File: config.mk
export PLATFORM = sky130hd
export DESIGN_NAME = tdc_decoder
export DESIGN_NICKNAME = d
export VERILOG_FILES = /design/src/rtl/tdc_decoder.sv
export SDC_FILE = /design/constraint.sdc
export NUM_CORES = 1
export LEC_CHECK = 0
export CORE_ASPECT_RATIO = 1.5
export CORE_MARGIN = 2
export CORE_UTILIZATION = 31
export CTS_CLUSTER_DIAMETER = 80
export DETAILED_ROUTE_END_ITERATION = 8
export PLACE_DENSITY = 0.6
export SKIP_LAST_GASP = 1
export SLEW_MARGIN = 20
export SYNTH_ARGS = -nofsm -noshare
export SYNTH_HDL_FRONTEND = slang
export SYNTH_SLANG_ARGS = --single-unit
File: constraint.sdc
create_clock -name ref_clk -period 8.51 [get_ports ref_clk]
set_input_delay 0.851 -clock ref_clk [delete_from_list [all_inputs] [get_ports ref_clk]]
set_output_delay 0.851 -clock ref_clk [all_outputs]
set_load 0.01 [all_outputs]
File: src/rtl/tdc_decoder.sv
// tdc_decoder: decodes the sampled 64-bit TDC delay-line snapshot into a
// rising-edge phase code, an IIR-averaged DCO period estimate and an
// edge-miss error count.  Three-stage pipeline in the ref_clk domain:
// S1 capture/invert/filter, S2 edge search, S3 output and IIR update.
// Optional feature macro: TDC_BUBBLE_FILT_EN (3-tap majority bubble filter in S1).
//
// Handshake: tdc_vld_in qualifies sampled_tdc for one cycle (no back-pressure,
// a sample may arrive every cycle); tdc_valid is a one-cycle pulse exactly
// three cycles later, and tdc_edge_miss is only ever high together with it.
module tdc_decoder #(
  parameter int TDC_W    = 64,
  parameter int PER_FRAC = 4,
  parameter int ERR_W    = 8,
  localparam int POS_W   = $clog2(TDC_W),
  localparam int PER_W   = POS_W + 1,
  localparam int ACC_W   = PER_W + PER_FRAC
) (
  input  logic             ref_clk,
  input  logic             rst_n,
  input  logic [TDC_W-1:0] sampled_tdc,
  input  logic             tdc_vld_in,
  input  logic             csr_tdc_en,
  input  logic             csr_tdc_inv_pol,
  input  logic [2:0]       csr_tdc_avg_shift,
  input  logic             csr_tdc_err_clr,
  output logic             tdc_valid,
  output logic [POS_W-1:0] tdc_phase,
  output logic [PER_W-1:0] tdc_period,
  output logic             tdc_edge_miss,
  output logic [ERR_W-1:0] tdc_err_cnt,
  output logic [1:0]       dbg_state
);

  typedef enum logic [1:0] {IDLE = 2'd0, INIT = 2'd1, TRACK = 2'd2} state_e;

  state_e             state_q, state_d;
  logic [ACC_W-1:0]   acc_q, acc_d;

  logic [TDC_W-1:0]   s1_raw, s1_filt, s1_word_q;
  logic               s1_vld_q;
  logic [POS_W-1:0]   rise_d, fall_d, s2_rise_q, s2_fall_q;
  logic               rise_found_d, fall_found_d, s2_rf_q, s2_ff_q, s2_vld_q;

  logic               tdc_valid_q, tdc_edge_miss_q;
  logic [POS_W-1:0]   tdc_phase_q;
  logic [ERR_W-1:0]   err_cnt_q;

  logic               accept, s3_go, upd_per, miss;
  logic [PER_W-1:0]   period_raw;
  logic [ACC_W-1:0]   target, acc_trk;
  logic signed [ACC_W:0] diff, shifted, sum;

  // Samples are only taken while enabled and out of IDLE.
  assign accept = tdc_vld_in && csr_tdc_en && (state_q != IDLE);
  assign s1_raw = csr_tdc_inv_pol ? ~sampled_tdc : sampled_tdc;

`ifdef TDC_BUBBLE_FILT_EN
  // Majority-of-three smoothing removes single-bit bubbles; end bits pass through.
  always_comb begin
    s1_filt = s1_raw;
    for (int i = 1; i < TDC_W - 1; i++) begin
      s1_filt[i] = (s1_raw[i-1] & s1_raw[i]) | (s1_raw[i-1] & s1_raw[i+1]) |
                   (s1_raw[i] & s1_raw[i+1]);
    end
  end
`else
  assign s1_filt = s1_raw;
`endif

  // Edge search: first 0->1 transition, then first 1->0 transition above it.
  always_comb begin
    rise_found_d = 1'b0;
    fall_found_d = 1'b0;
    rise_d       = '0;
    fall_d       = '0;
    for (int i = 1; i < TDC_W; i++) begin
      if (!rise_found_d && !s1_word_q[i-1] && s1_word_q[i]) begin
        rise_found_d = 1'b1;
        rise_d       = POS_W'(i);
      end else if (rise_found_d && !fall_found_d && s1_word_q[i-1] && !s1_word_q[i]) begin
        fall_found_d = 1'b1;
        fall_d       = POS_W'(i);
      end
    end
  end

  // S3 qualifiers: a disable kills anything still in flight.
  assign s3_go   = s2_vld_q && csr_tdc_en;
  assign upd_per = s3_go && s2_rf_q && s2_ff_q;
  assign miss    = s3_go && !s2_rf_q;

  // Period IIR: signed difference, arithmetic shift, clamp at zero.
  assign period_raw = {s2_fall_q - s2_rise_q, 1'b0};
  assign target     = {period_raw, {PER_FRAC{1'b0}}};
  assign diff       = $signed({1'b0, target}) - $signed({1'b0, acc_q});
  assign shifted    = diff >>> csr_tdc_avg_shift;
  assign sum        = $signed({1'b0, acc_q}) + shifted;
  assign acc_trk    = sum[ACC_W] ? '0 : sum[ACC_W-1:0];

  // Next-state and accumulator update; disabling always returns to IDLE.
  always_comb begin
    state_d = state_q;
    acc_d   = acc_q;
    case (state_q)
      IDLE:  if (csr_tdc_en) state_d = INIT;
      INIT:  if (upd_per) begin
               acc_d   = target;
               state_d = TRACK;
             end
      TRACK: if (upd_per) acc_d = acc_trk;
      default: state_d = IDLE;
    endcase
    if (!csr_tdc_en) state_d = IDLE;
  end

  // State register and accumulator.
  always_ff @(posedge ref_clk or negedge rst_n) begin
    if (!rst_n) begin
      state_q <= IDLE;
      acc_q   <= '0;
    end else begin
      state_q <= state_d;
      acc_q   <= acc_d;
    end
  end

  // S1/S2 pipeline registers; valid bits flush whenever the decoder is disabled.
  always_ff @(posedge ref_clk or negedge rst_n) begin
    if (!rst_n) begin
      s1_vld_q  <= 1'b0;
      s1_word_q <= '0;
      s2_vld_q  <= 1'b0;
      s2_rise_q <= '0;
      s2_fall_q <= '0;
      s2_rf_q   <= 1'b0;
      s2_ff_q   <= 1'b0;
    end else begin
      s1_vld_q  <= accept;
      s1_word_q <= s1_filt;
      s2_vld_q  <= s1_vld_q && csr_tdc_en;
      s2_rise_q <= rise_d;
      s2_fall_q <= fall_d;
      s2_rf_q   <= rise_found_d;
      s2_ff_q   <= fall_found_d;
    end
  end

  // S3 output registers: phase holds on a miss, error counter saturates, clear wins.
  always_ff @(posedge ref_clk or negedge rst_n) begin
    if (!rst_n) begin
      tdc_valid_q     <= 1'b0;
      tdc_edge_miss_q <= 1'b0;
      tdc_phase_q     <= '0;
      err_cnt_q       <= '0;
    end else begin
      tdc_valid_q     <= s3_go;
      tdc_edge_miss_q <= miss;
      if (s3_go && s2_rf_q) tdc_phase_q <= s2_rise_q;
      if (csr_tdc_err_clr)             err_cnt_q <= '0;
      else if (miss && !(&err_cnt_q))  err_cnt_q <= err_cnt_q + 1'b1;
    end
  end

  assign tdc_valid     = tdc_valid_q;
  assign tdc_edge_miss = tdc_edge_miss_q;
  assign tdc_phase     = tdc_phase_q;
  assign tdc_period    = acc_q[ACC_W-1:PER_FRAC];
  assign tdc_err_cnt   = err_cnt_q;
  assign dbg_state     = state_q;

endmodule

======== After elaboration in Yosys (flattened, before gate mapping) ========
Index checks and enable logic that the tools add are counted.
operators by class
  $add $sub $neg .......................... 4
  multiply operators ...................... 0
  divide/modulo/power cells ............... 0
  magnitude comparators ................... 0
  equal/unequal tests ..................... 6
  shift operators ......................... 1
  mux-type cells .......................... 384
  bitwise gates (word level) .............. 1
  reductions and logical operators ........ 514
operator list
  cell                                                                   number
  6-bit 2-to-1 mux                                                       183
  1-bit logical AND                                                      318
  1-bit logical NOT                                                      189
  1-bit 2-to-1 mux                                                       188
  64-bit 2-to-1 mux                                                      1
  64-bit NOT                                                             1
  11-bit 2-to-1 mux                                                      3
  11-bit case mux with 2 select lines                                    1
  8-bit 2-to-1 mux                                                       2
  12-bit adder                                                           1
  12-bit by 3-bit >>> shifter with 12-bit output                         1
  11-bit by 11-bit subtractor with 12-bit output                         1
  2-bit 2-to-1 mux                                                       5
  8-bit by 1-bit adder with 8-bit output, second input constant          1
  8-bit AND reduction                                                    1
  2-bit != test, second input constant                                   3
  2-bit case mux with 3 select lines                                     1
  2-bit nonzero test                                                     3
  6-bit subtractor                                                       1
  3-bit != test, second input constant                                   1
  3-bit AND reduction                                                    1
  2-bit by 1-bit equality test with 1-bit output, second input constant  1
  2-bit equality test, second input constant                             1
  2-bit logical NOT                                                      1
  2-bit AND reduction                                                    1
word-level totals
  register bits ........................... 109
  bits in latches ......................... 0
  memory bits (writable) .................. 0
  ROM bits ................................ 0
  input bits .............................. 73
  output and inout bits ................... 25
  logic and storage cells ................. 923
  memories kept ........................... 0

======== Depth between registers and ports, before layout ========
Gate-level depths: netlist of the first run.
  depth in word-level cells ............... 373
  gate-level depth with buffers ........... 26
  gate-level depth less buffers ........... 26

======== Worst setup path after synthesis of the first run ========
No wires, ideal clock.
  path type ............................... reg2reg
  start point ............................. register s2_rise_q[0]
  end point ............................... register acc_q[2]
  setup time .............................. 83 ps
  arrival ................................. 4752 ps
  required time ........................... 8427 ps
  path slack .............................. 3675 ps
  stages on the path, launching flop included .. 25
  buffers on the path ..................... 1
  period minus slack after synthesis ...... 4835 ps
  cells stage by stage .................... dfrtp_1 -> ha_1 -> inv_1 -> fa_1 -> ha_1 -> inv_1 -> o21bai_1 -> a21oi_1 -> o21bai_1 -> a21oi_1 -> xnor2_1 -> mux2_2 -> mux4_2 -> ha_1 -> inv_1 -> o21bai_1 -> a21oi_1 -> o21bai_1 -> a211o_1 -> a21oi_1 -> o21bai_1 -> xnor2_1 -> or3_1 -> clkbuf_1 -> o21ai_0
between the ends
  word-level cells in the longest chain between the ends .. 7
ends and longest elaborated chain
  what                                            RTL line  text
  start: declaration                              41        logic [POS_W-1:0] rise_d, fall_d, s2_rise_q, s2_fall_q;
  start signal: assignment                        141       s2_rise_q <= rise_d;
  6-bit subtractor                                93        assign period_raw = {s2_fall_q - s2_rise_q, 1'b0};
  11-bit by 11-bit subtractor with 12-bit output  95        assign diff = $signed({1'b0, target}) - $signed({1'b0, acc_q});
  12-bit by 3-bit >>> shifter with 12-bit output  96        assign shifted = diff >>> csr_tdc_avg_shift;
  12-bit adder                                    97        assign sum = $signed({1'b0, acc_q}) + shifted;
  11-bit 2-to-1 mux                               98        assign acc_trk = sum[ACC_W] ? '0 : sum[ACC_W-1:0];
  11-bit 2-to-1 mux                               110       TRACK: if (upd_per) acc_d = acc_trk;
  11-bit case mux with 2 select lines             104       case (state_q)
  end signal: assignment                          120       acc_q <= '0;
  end signal: assignment                          123       acc_q <= acc_d;
  end: declaration                                37        logic [ACC_W-1:0] acc_q, acc_d;
Every way passes these cells. The select of a mux whose other input is x is not followed.
A chain may end at the register's enable or synchronous reset.

======== Worst setup path after layout of the first run ========
  start point ............................. register s2_rise_q[0]
  end point ............................... register acc_q[7]
between the ends
  word-level cells in the longest chain between the ends .. 7
  elaborated cells on any way between the ends .. 8
  those cells by class .................... add/sub: 3; shift: 1; mux: 4
ends and longest elaborated chain
  what                                            RTL line
  6-bit subtractor *                              93
  11-bit by 11-bit subtractor with 12-bit output  95
  12-bit by 3-bit >>> shifter with 12-bit output  96
  12-bit adder                                    97
  11-bit 2-to-1 mux                               98
  11-bit 2-to-1 mux                               110
  11-bit case mux with 2 select lines *           104
Every way passes the cells marked *; elsewhere a longest branch is shown, timed or not. The select of a mux whose other input is x is not followed.

==> impl_results.md, run 1 <==
- Status: completed
- Clock skew: slightly below 10 ps
- Worst Hold Class: primary input to async pin
- GRT Overall Usage: 0.191
- Register area share after synthesis: 0.285
- Period utilisation layout: 0.624
- F_max: about 190 MHz
- Fill cells: 3183
- Skew-Pair Late Insertion Delay: 370 ps
- Critical Path RT: roughly 9000 ps
- Area of the core: 30400 um2
- Resized cells post-CTS: 0
- PD cells: between 200 and 250 nW/um2
- Design Area, Final: approximately 11000 um2
- Hold Worst Slack: between 400 and 500 ps
- DR iter-0 viols: 415
- Die Area: between 30000 and 40000 um2
- Routed vias: just over 9000
- Final setup fails: 0
- Worst-path clk slew: 70 ps
- Leakage: 0.00443 uW
- Setup TNS: 0 ps
- TritonRoute pass-1 iters: 5
- Layout Utilization: 0.364
- Slew margin rel.: 0.299
- Crit Path Class: flip-flop to flip-flop
- Post-Syn Nets: 1322
- First-pass GRT wire length: between 40000 and 50000 um
- Top FF cell, synth: dfrtp_1
- DR WL/cell: approximately 18 um
- Hold Fails Final Rpt: 0
- Via-to-Cell Ratio: approximately 5.5
- Crit-path leading delay family: compound AO/OA/AOI/OAI gates
- DRC Markers: 0
- Synth unique cells: 92
- Final net count: about 1400
- Synth Register Bits: about 110
- Largest stage delay, worst path: around 470 ps
- Area of the multi-input gates: about 6200 um2
- Buffers & Inverters on Critical Path: 1
- Crit path max fanout: 11
- Routed WL: 30400 um
- Post-DRT Antenna Nets: 0
- Die Y: 219 um
- Cell depth of the worst setup path: 23
- Clock Tree Buf Depth: 2
- Vias in the first global route: just over 9000
- Post-synth EDFFs: 0
- Number of clock sinks: 109
- Die X: between 100 and 150 um
- Syn. warnings: 0
- Layout Area Growth over Synthesis: 15.3%
- Row count: ~80
- ANT cells: 0
- CP Capture Type: flip-flop
- Critical-path cell list: ha_1 -> inv_1 -> fa_1 -> ha_1 -> a21oi_1 -> o21bai_1 -> a21oi_1 -> xnor2_1 -> mux2_2 -> mux2_2 -> nand2_1 -> o21ai_0 -> ha_1 -> a21oi_1 -> o21bai_1 -> a21oi_1 -> o21bai_1 -> a211o_1 -> a21oi_1 -> o21bai_1 -> xnor2_1 -> or3_1 -> o21ai_0
- Syn_area_per_cell: around 8 um2
- Area after DPL: 10700 um2
- CP Launch Type: flip-flop
- Register area: roughly 2700 um2
- Proportion of layout cells with a drive suffix above 1: 0.0483
- Cell mode on critical path: a21oi_1
- Async SR Flop Fraction: 1.00
- CTS tree: done
- Post-layout min period: between 5000 and 6000 ps
- Slew @ Worst Pin: 1040 ps
- R2R depth: 23
- Buffers on Ports: 97
- CP max stage cell: or3_1
- Postcts setup bufs: 0
- Final Max Tran Viols: 0
- Num ports: 98
- Number of max-cap violations: 0
- HPWL after detailed placement: about 25000 um
- Hold_buf cts: 0
- Initial antenna violation count: 0
- Cells after synthesis: approximately 1200
- H-Tree Depth: 3
- RSZ-0062 raised after global routing: false
- Placer Congestion: around 0.99
- Peak supply drop: around 97 uV
- TritonCTS Buffers: 9
- Mapped Area: 9570 um2
- Largest net degree at the start of global routing: 67
- CTS root buf: clkbuf_16
- Total gr overflow: 0
- Worst EP arrival: around 5600 ps
- Starting density of the core: 0.315
[state kept, by name, indices dropped and copies added (netlist names)]
signal / cells
acc_q: 11
dbg_state: 2
s1_vld_q: 1
s1_word_q: 64
s2_fall_q: 6
s2_ff_q: 1
s2_rf_q: 1
s2_rise_q: 6
s2_vld_q: 1
tdc_edge_miss: 1
tdc_err_cnt: 8
tdc_phase: 6
tdc_valid: 1
[worst reg2reg max path, stage by stage (launching register included)]
cell      delay (ps)
dfrtp_1          390
ha_1             190
inv_1             80
fa_1             440
ha_1             310
a21oi_1          220
o21bai_1          90
a21oi_1          290
xnor2_1          130
mux2_2           300
mux2_2           280
nand2_1           60
o21ai_0          100
ha_1             340
a21oi_1          230
o21bai_1          90
a21oi_1          220
o21bai_1         110
a211o_1          300
a21oi_1          150
o21bai_1          90
xnor2_1          120
or3_1            470
o21ai_0          230
[placed cells by master (no fill, tap or decap), drive strengths merged, types with 11 or more instances in the layout]
cell and count:
nand2 135, dfrtp 109, nor2 102, clkdlybuf4s50 95, o21ai 95, a21oi 84
xor2 72, inv 67, nand3 36, nor3 34, nand2b 30, xnor2 27
nor2b 25, ha 24, nor4 23, a31oi 21, nand4 18, and2 13
and3 12, o21bai 12, a2111oi 11
[per-layer routing]
metal,wire length (um),vias to the layer above,part of all wire,track usage
li1,-,4481,-,-
met1,11400,4392,0.37,0.194
met2,16100,234,0.53,0.360
met3,1100,80,0.036,0.0289
met4,1910,0,0.063,0.124
met5,0,-,0,0
[final timing paths]
kind	slack (ps)	to	start
max	3200	acc_q[7]$_DFFE_PN0P_	s2_rise_q[0]$_DFF_PN0_
min	460	s1_word_q[8]$_DFF_PN0_	rst_n
max reg2reg	3200	acc_q[7]$_DFFE_PN0P_	s2_rise_q[0]$_DFF_PN0_
min reg2reg	480	s2_vld_q$_DFF_PN0_	s1_vld_q$_DFF_PN0_
max in group asynchronous	6800	s1_word_q[39]$_DFF_PN0_	rst_n
min in group ref_clk	480	s2_vld_q$_DFF_PN0_	s1_vld_q$_DFF_PN0_
[where the power goes]
part	leakage (uW)	total [uW]	internal [uW]	switching [uW]
Clock	0.000156	470	268	202
Sequential	0.00133	679	571	108
Combinational	0.00294	1140	507	631
[logic make-up (layout without fill, tap and decap cells)]
family / Yosys count / after routing / share of synthesized area
AND/OR/NAND/NOR: 468 / 468 / 0.248
AO/OA/AOI/OAI: 360 / 360 / 0.256
buffers and inverters: 144 / 183 / 0.0641
flip-flops: 109 / 109 / 0.285
XOR/XNOR: 99 / 99 / 0.0906
adder cells (fa/ha/maj): 26 / 26 / 0.0356
multiplexers: 17 / 17 / 0.0201
[synth_stat cells (7+ instances only)]
cell type	number	area share
nor3_1	31	0.016
buf_4	10	0.0078
xnor2_1	27	0.025
o21ai_0	93	0.049
a21oi_1	84	0.044
nand3_1	35	0.018
o2111ai_1	9	0.0082
buf_2	10	0.0052
a31oi_1	21	0.014
nor2_1	102	0.040
o21a_1	7	0.0055
clkbuf_1	50	0.020
and2_1	11	0.0072
mux2_2	8	0.0094
nand2b_1	30	0.020
a311oi_1	7	0.0064
nor2b_1	25	0.016
xor2_1	72	0.066
inv_1	65	0.026
mux2i_1	8	0.0084
o311ai_0	8	0.0073
o21bai_1	11	0.0086
ha_1	24	0.031
nand4_1	18	0.012
and3_1	12	0.0078
nor4_1	20	0.013
a211o_1	8	0.0073
a2111oi_0	9	0.0082
a21o_1	10	0.0078
nand2_1	133	0.052
or4_1	7	0.0055
a211oi_1	8	0.0063
dfrtp_1	109	0.29
[layout make-up]
type / count / area share
well taps: 400 / 0.0454
flip-flops and latches: 109 / 0.247
inverters: 65 / 0.0221
clock buffers: 10 / 0.0217
clock inverters: 6 / 0.00839
repair buffers: 102 / 0.0909
multi-input cells: 970 / 0.564
[stage by stage]
| stage | total power [uW] | instances | setup slack [ps] |
|---|---|---|---|
| 5_1_grt | 2480 | 1662 | 2620 |
| 6_report | 2290 | 1662 | 3200 |
| 3_5_place_dp | 1820 | 1646 | 3010 |
| 3_3_place_gp | 1800 | 1646 | 3160 |
| 4_1_cts | 2310 | 1662 | 3190 |
| 2_1_floorplan | 1530 | 1223 | 3680 |
No activity file was read; power rests on OpenSTA's default activity.
==> inputs of run 2 (changes only) <==
Settings changed: PLACE_DENSITY 0.6 to 0.61.
Clock period 8.51 ns to 4.4 ns, I/O delays scaled along.
==> impl_results.md, run 2 (synthesis results as in run 1) <==
- Critical-path cell list: ha_2 -> inv_2 -> fa_2 -> ha_4 -> inv_2 -> o21bai_1 -> a21oi_2 -> xnor2_1 -> mux2_4 -> mux2_4 -> nand2_2 -> o21ai_2 -> ha_1 -> a21o_1 -> a21oi_2 -> o21bai_1 -> a21oi_2 -> o21bai_1 -> a211o_1 -> a21oi_1 -> o21bai_1 -> xnor2_1 -> or3_4 -> o21ai_1
- Final net count: 1471 (+8.5%)
- Largest stage delay, worst path: 460 ps (about the same)
- DR iter-0 viols: 567 (+37%)
- Sequential share of power: 0.243 (-0.054)
- PD cells: 438 nW/um2 (+110%)
- Slew margin rel.: 0.302 (+0.00332)
- CTS tree: done
- Post-DRT Antenna Nets: 0 (unchanged)
- Crit Path Class: flip-flop to flip-flop
- Worst-path clk slew: 80 ps (about the same)
- FF-to-FF Start: s2_rise_q[0]$_DFF_PN0_
- Critical Path RT: 4710 ps (-4090 ps)
- Design Area, Final: 12000 um2 (+9.0%)
- Num ports: 98 (unchanged)
- Die X: 147 um (unchanged)
- Buffers & Inverters on Critical Path: 2 (+1)
- Worst EP arrival: 5140 ps (-460 ps)
- Non-filler instance count after layout: 1777 (+6.9%)
- H-Tree Depth: 3 (unchanged)
- Status: complete, but fails checks
- Skew-Pair Late Insertion Delay: 380 ps (about the same)
- Hold Worst Slack: 397 ps (-62.2 ps)
- Routed vias: 9838 (+7.1%)
- Leakage: 0.00501 uW (+13%)
- Number of clock sinks: 109 (unchanged)
- Cell mode on critical path: o21bai_1
- CP Capture Type: flip-flop
- Placed cell count: 1747 (+6.1%)
- Die Area: 32300 um2 (unchanged)
- Total gr overflow: 0 (unchanged)
- DR WL/cell: 18.3 um (-0.10%)
- Clock Tree Buf Depth: 2 (unchanged)
- Worst Hold Class: primary input to async pin
- CP max stage cell: fa_2
- Total power: 5260 uW (+130%)
- HPWL after detailed placement: 25900 um (+5.2%)
- Post-layout min period: 4820 ps (-489 ps)
- Period utilisation layout: 1.10 (+0.472)
- Starting density of the core: 0.315 (unchanged)
- Max reg flops: 64 (unchanged)
- RSZ-0062 raised after global routing: true
- Layout Area Growth over Synthesis: 25.7%
- Routed WL: 32500 um (+6.8%)
- Area after DPL: 11500 um2 (+7.7%)
- TritonRoute pass-1 iters: 5 (unchanged)
- R2R Path End: acc_q[3]$_DFFE_PN0P_
- ANT cells: 0 (unchanged)
- Hold Fails Final Rpt: 0 (unchanged)
- Clock skew: 12.9 ps (+3.20 ps)
- Number of max-cap violations: 0 (unchanged)
- R2R depth: 24 (+4.3%)
- Placer Congestion: 0.966 (-2.1%)
- Most flop-heavy register: s1_word_q
- Failing checks: negative setup slack
- Buffers on Ports: 97 (unchanged)
- Most common cell after layout, fill and taps aside: nand2_1
- Area of the core: 30400 um2 (unchanged)
- Clock power share: 0.152 (-0.053)
- Peak supply drop: 262 uV (+170%)
- Proportion of layout cells with a drive suffix above 1: 0.150 (+0.102)
- TritonCTS Buffers: 9 (unchanged)
- Reg2reg setup slack: -420 ps (-3620 ps)
- Crit path max fanout: 5 (-6)
- Sw Share: 0.404 (-0.00729)
- Largest net degree at the start of global routing: 61 (-9.0%)
- Via-to-Cell Ratio: 5.54 (+0.16%)
- Net Sw Power: 2130 uW (+130%)
- Initial antenna violation count: 0 (unchanged)
- Internal power: 3140 uW (+130%)
- DRC Markers: 0 (unchanged)
- CP Launch Type: flip-flop
- CTS root buf: clkbuf_16
- Slew @ Worst Pin: 1030 ps (-4.92 ps)
- Combinational share of power: 0.605 (+0.107)
- First-pass GRT wire length: 51100 um (+5.7%)
- Die Y: 219 um (unchanged)
- Final setup fails: 11 (+11)
- Vias in the first global route: 9906 (+7.9%)
- Final Max Tran Viols: 0 (unchanged)
- Crit-path leading delay family: compound AO/OA/AOI/OAI gates
- F_max: 207 MHz (+10%)
- Most frequent cells in the layout: 131 x nand2_1, 120 x buf_4, 109 x dfrtp_1
- Row count: 78 (unchanged)
- GRT Overall Usage: 0.201 (+0.0105)
- Slack of the critical path: -422 ps (-3620 ps)
==> run 2: cell count changes in the layout (fill, tap and decap cells not counted), sizes merged <==
cell and delta:
buf +113, bufinv -2, clkinv +2, dlygate4sd3 +1, or3 +1
==> run 2: worst max-delay path by stage <==
stage / start / endpoint / slack, ps / cells past startpoint
6_report: s2_rise_q[0]$_DFF_PN0_ / acc_q[3]$_DFFE_PN0P_ / -420 / 24
5_1_grt: s2_rise_q[0]$_DFF_PN0_ / acc_q[10]$_DFFE_PN0P_ / -610 / 24
4_1_cts: s2_fall_q[0]$_DFF_PN0_ / acc_q[9]$_DFFE_PN0P_ / -340 / 23
3_5_place_dp: s2_fall_q[0]$_DFF_PN0_ / acc_q[9]$_DFFE_PN0P_ / -510 / 24
3_3_place_gp: s2_rise_q[0]$_DFF_PN0_ / acc_q[10]$_DFFE_PN0P_ / -420 / 24
2_1_floorplan: s2_rise_q[0]$_DFF_PN0_ / acc_q[2]$_DFFE_PN0P_ / -240 / 24
==> run 2: final cells by class <==
type	instances	area [um2]
tap	400	500
fill	3100	18300
inverter	65	244
clock buffer	10	239
clock inverter	6	46.3
sequential	109	2730
multi-input combinational	971	6410
timing repair buffer	216	1860
==> run 2: repair_timing <==
action                                  CTS  global route
buffers inserted                          8             4
cloned                                    1             0
endpoints found under the hold margin     4             0
gates resized for setup                  23            11
hold buffers                              1             0
endpoints found under the setup margin   11            11
pin swaps                                 9             5
==> run 2: power groups by stage <==
stage               Sequential, uW  Combinational [uW]  Clock, uW
floorplan                     1190                1870          0
global placement              1290                2730          0
detailed placement            1300                2790          0
CTS                           1280                3010        841
global route                  1300                3480        873
finish                        1280                3180        802
==> run 2: worst register-to-register path, cell delays in order (launching register included) <==
cell and delay (ps):
dfrtp_1 380, ha_2 180, inv_2 60, fa_2 460, ha_4 300, inv_2 40
o21bai_1 160, a21oi_2 90, xnor2_1 140, mux2_4 270, mux2_4 270, nand2_2 80
o21ai_2 90, ha_1 300, a21o_1 170, a21oi_2 150, o21bai_1 110, a21oi_2 160
o21bai_1 90, a211o_1 280, a21oi_1 140, o21bai_1 90, xnor2_1 160, or3_4 410
o21ai_1 150
==> run 2: stage by stage <==
step                      setup TNS, ps  utilization  setup WS, ps
after floorplan                   -2450            -          -242
after global placement            -4520        0.380          -418
after CTS                         -3530        0.394          -338
after global routing              -6560        0.396          -612
after detailed placement          -5390        0.380          -512
final                             -4500        0.396          -422
==> run 2: routing by layer <==
metal,track usage,part of all wire
met2,0.379,0.53
met4,0.149,0.076
met5,0,0
met3,0.0328,0.039
met1,0.197,0.36
==> inputs of run 3 (changes only) <==
Settings changed: SETUP_SLACK_MARGIN set to 0.02.
==> results of run 3 <==
Final layout, timing and power as in run 2 (identical DEF).
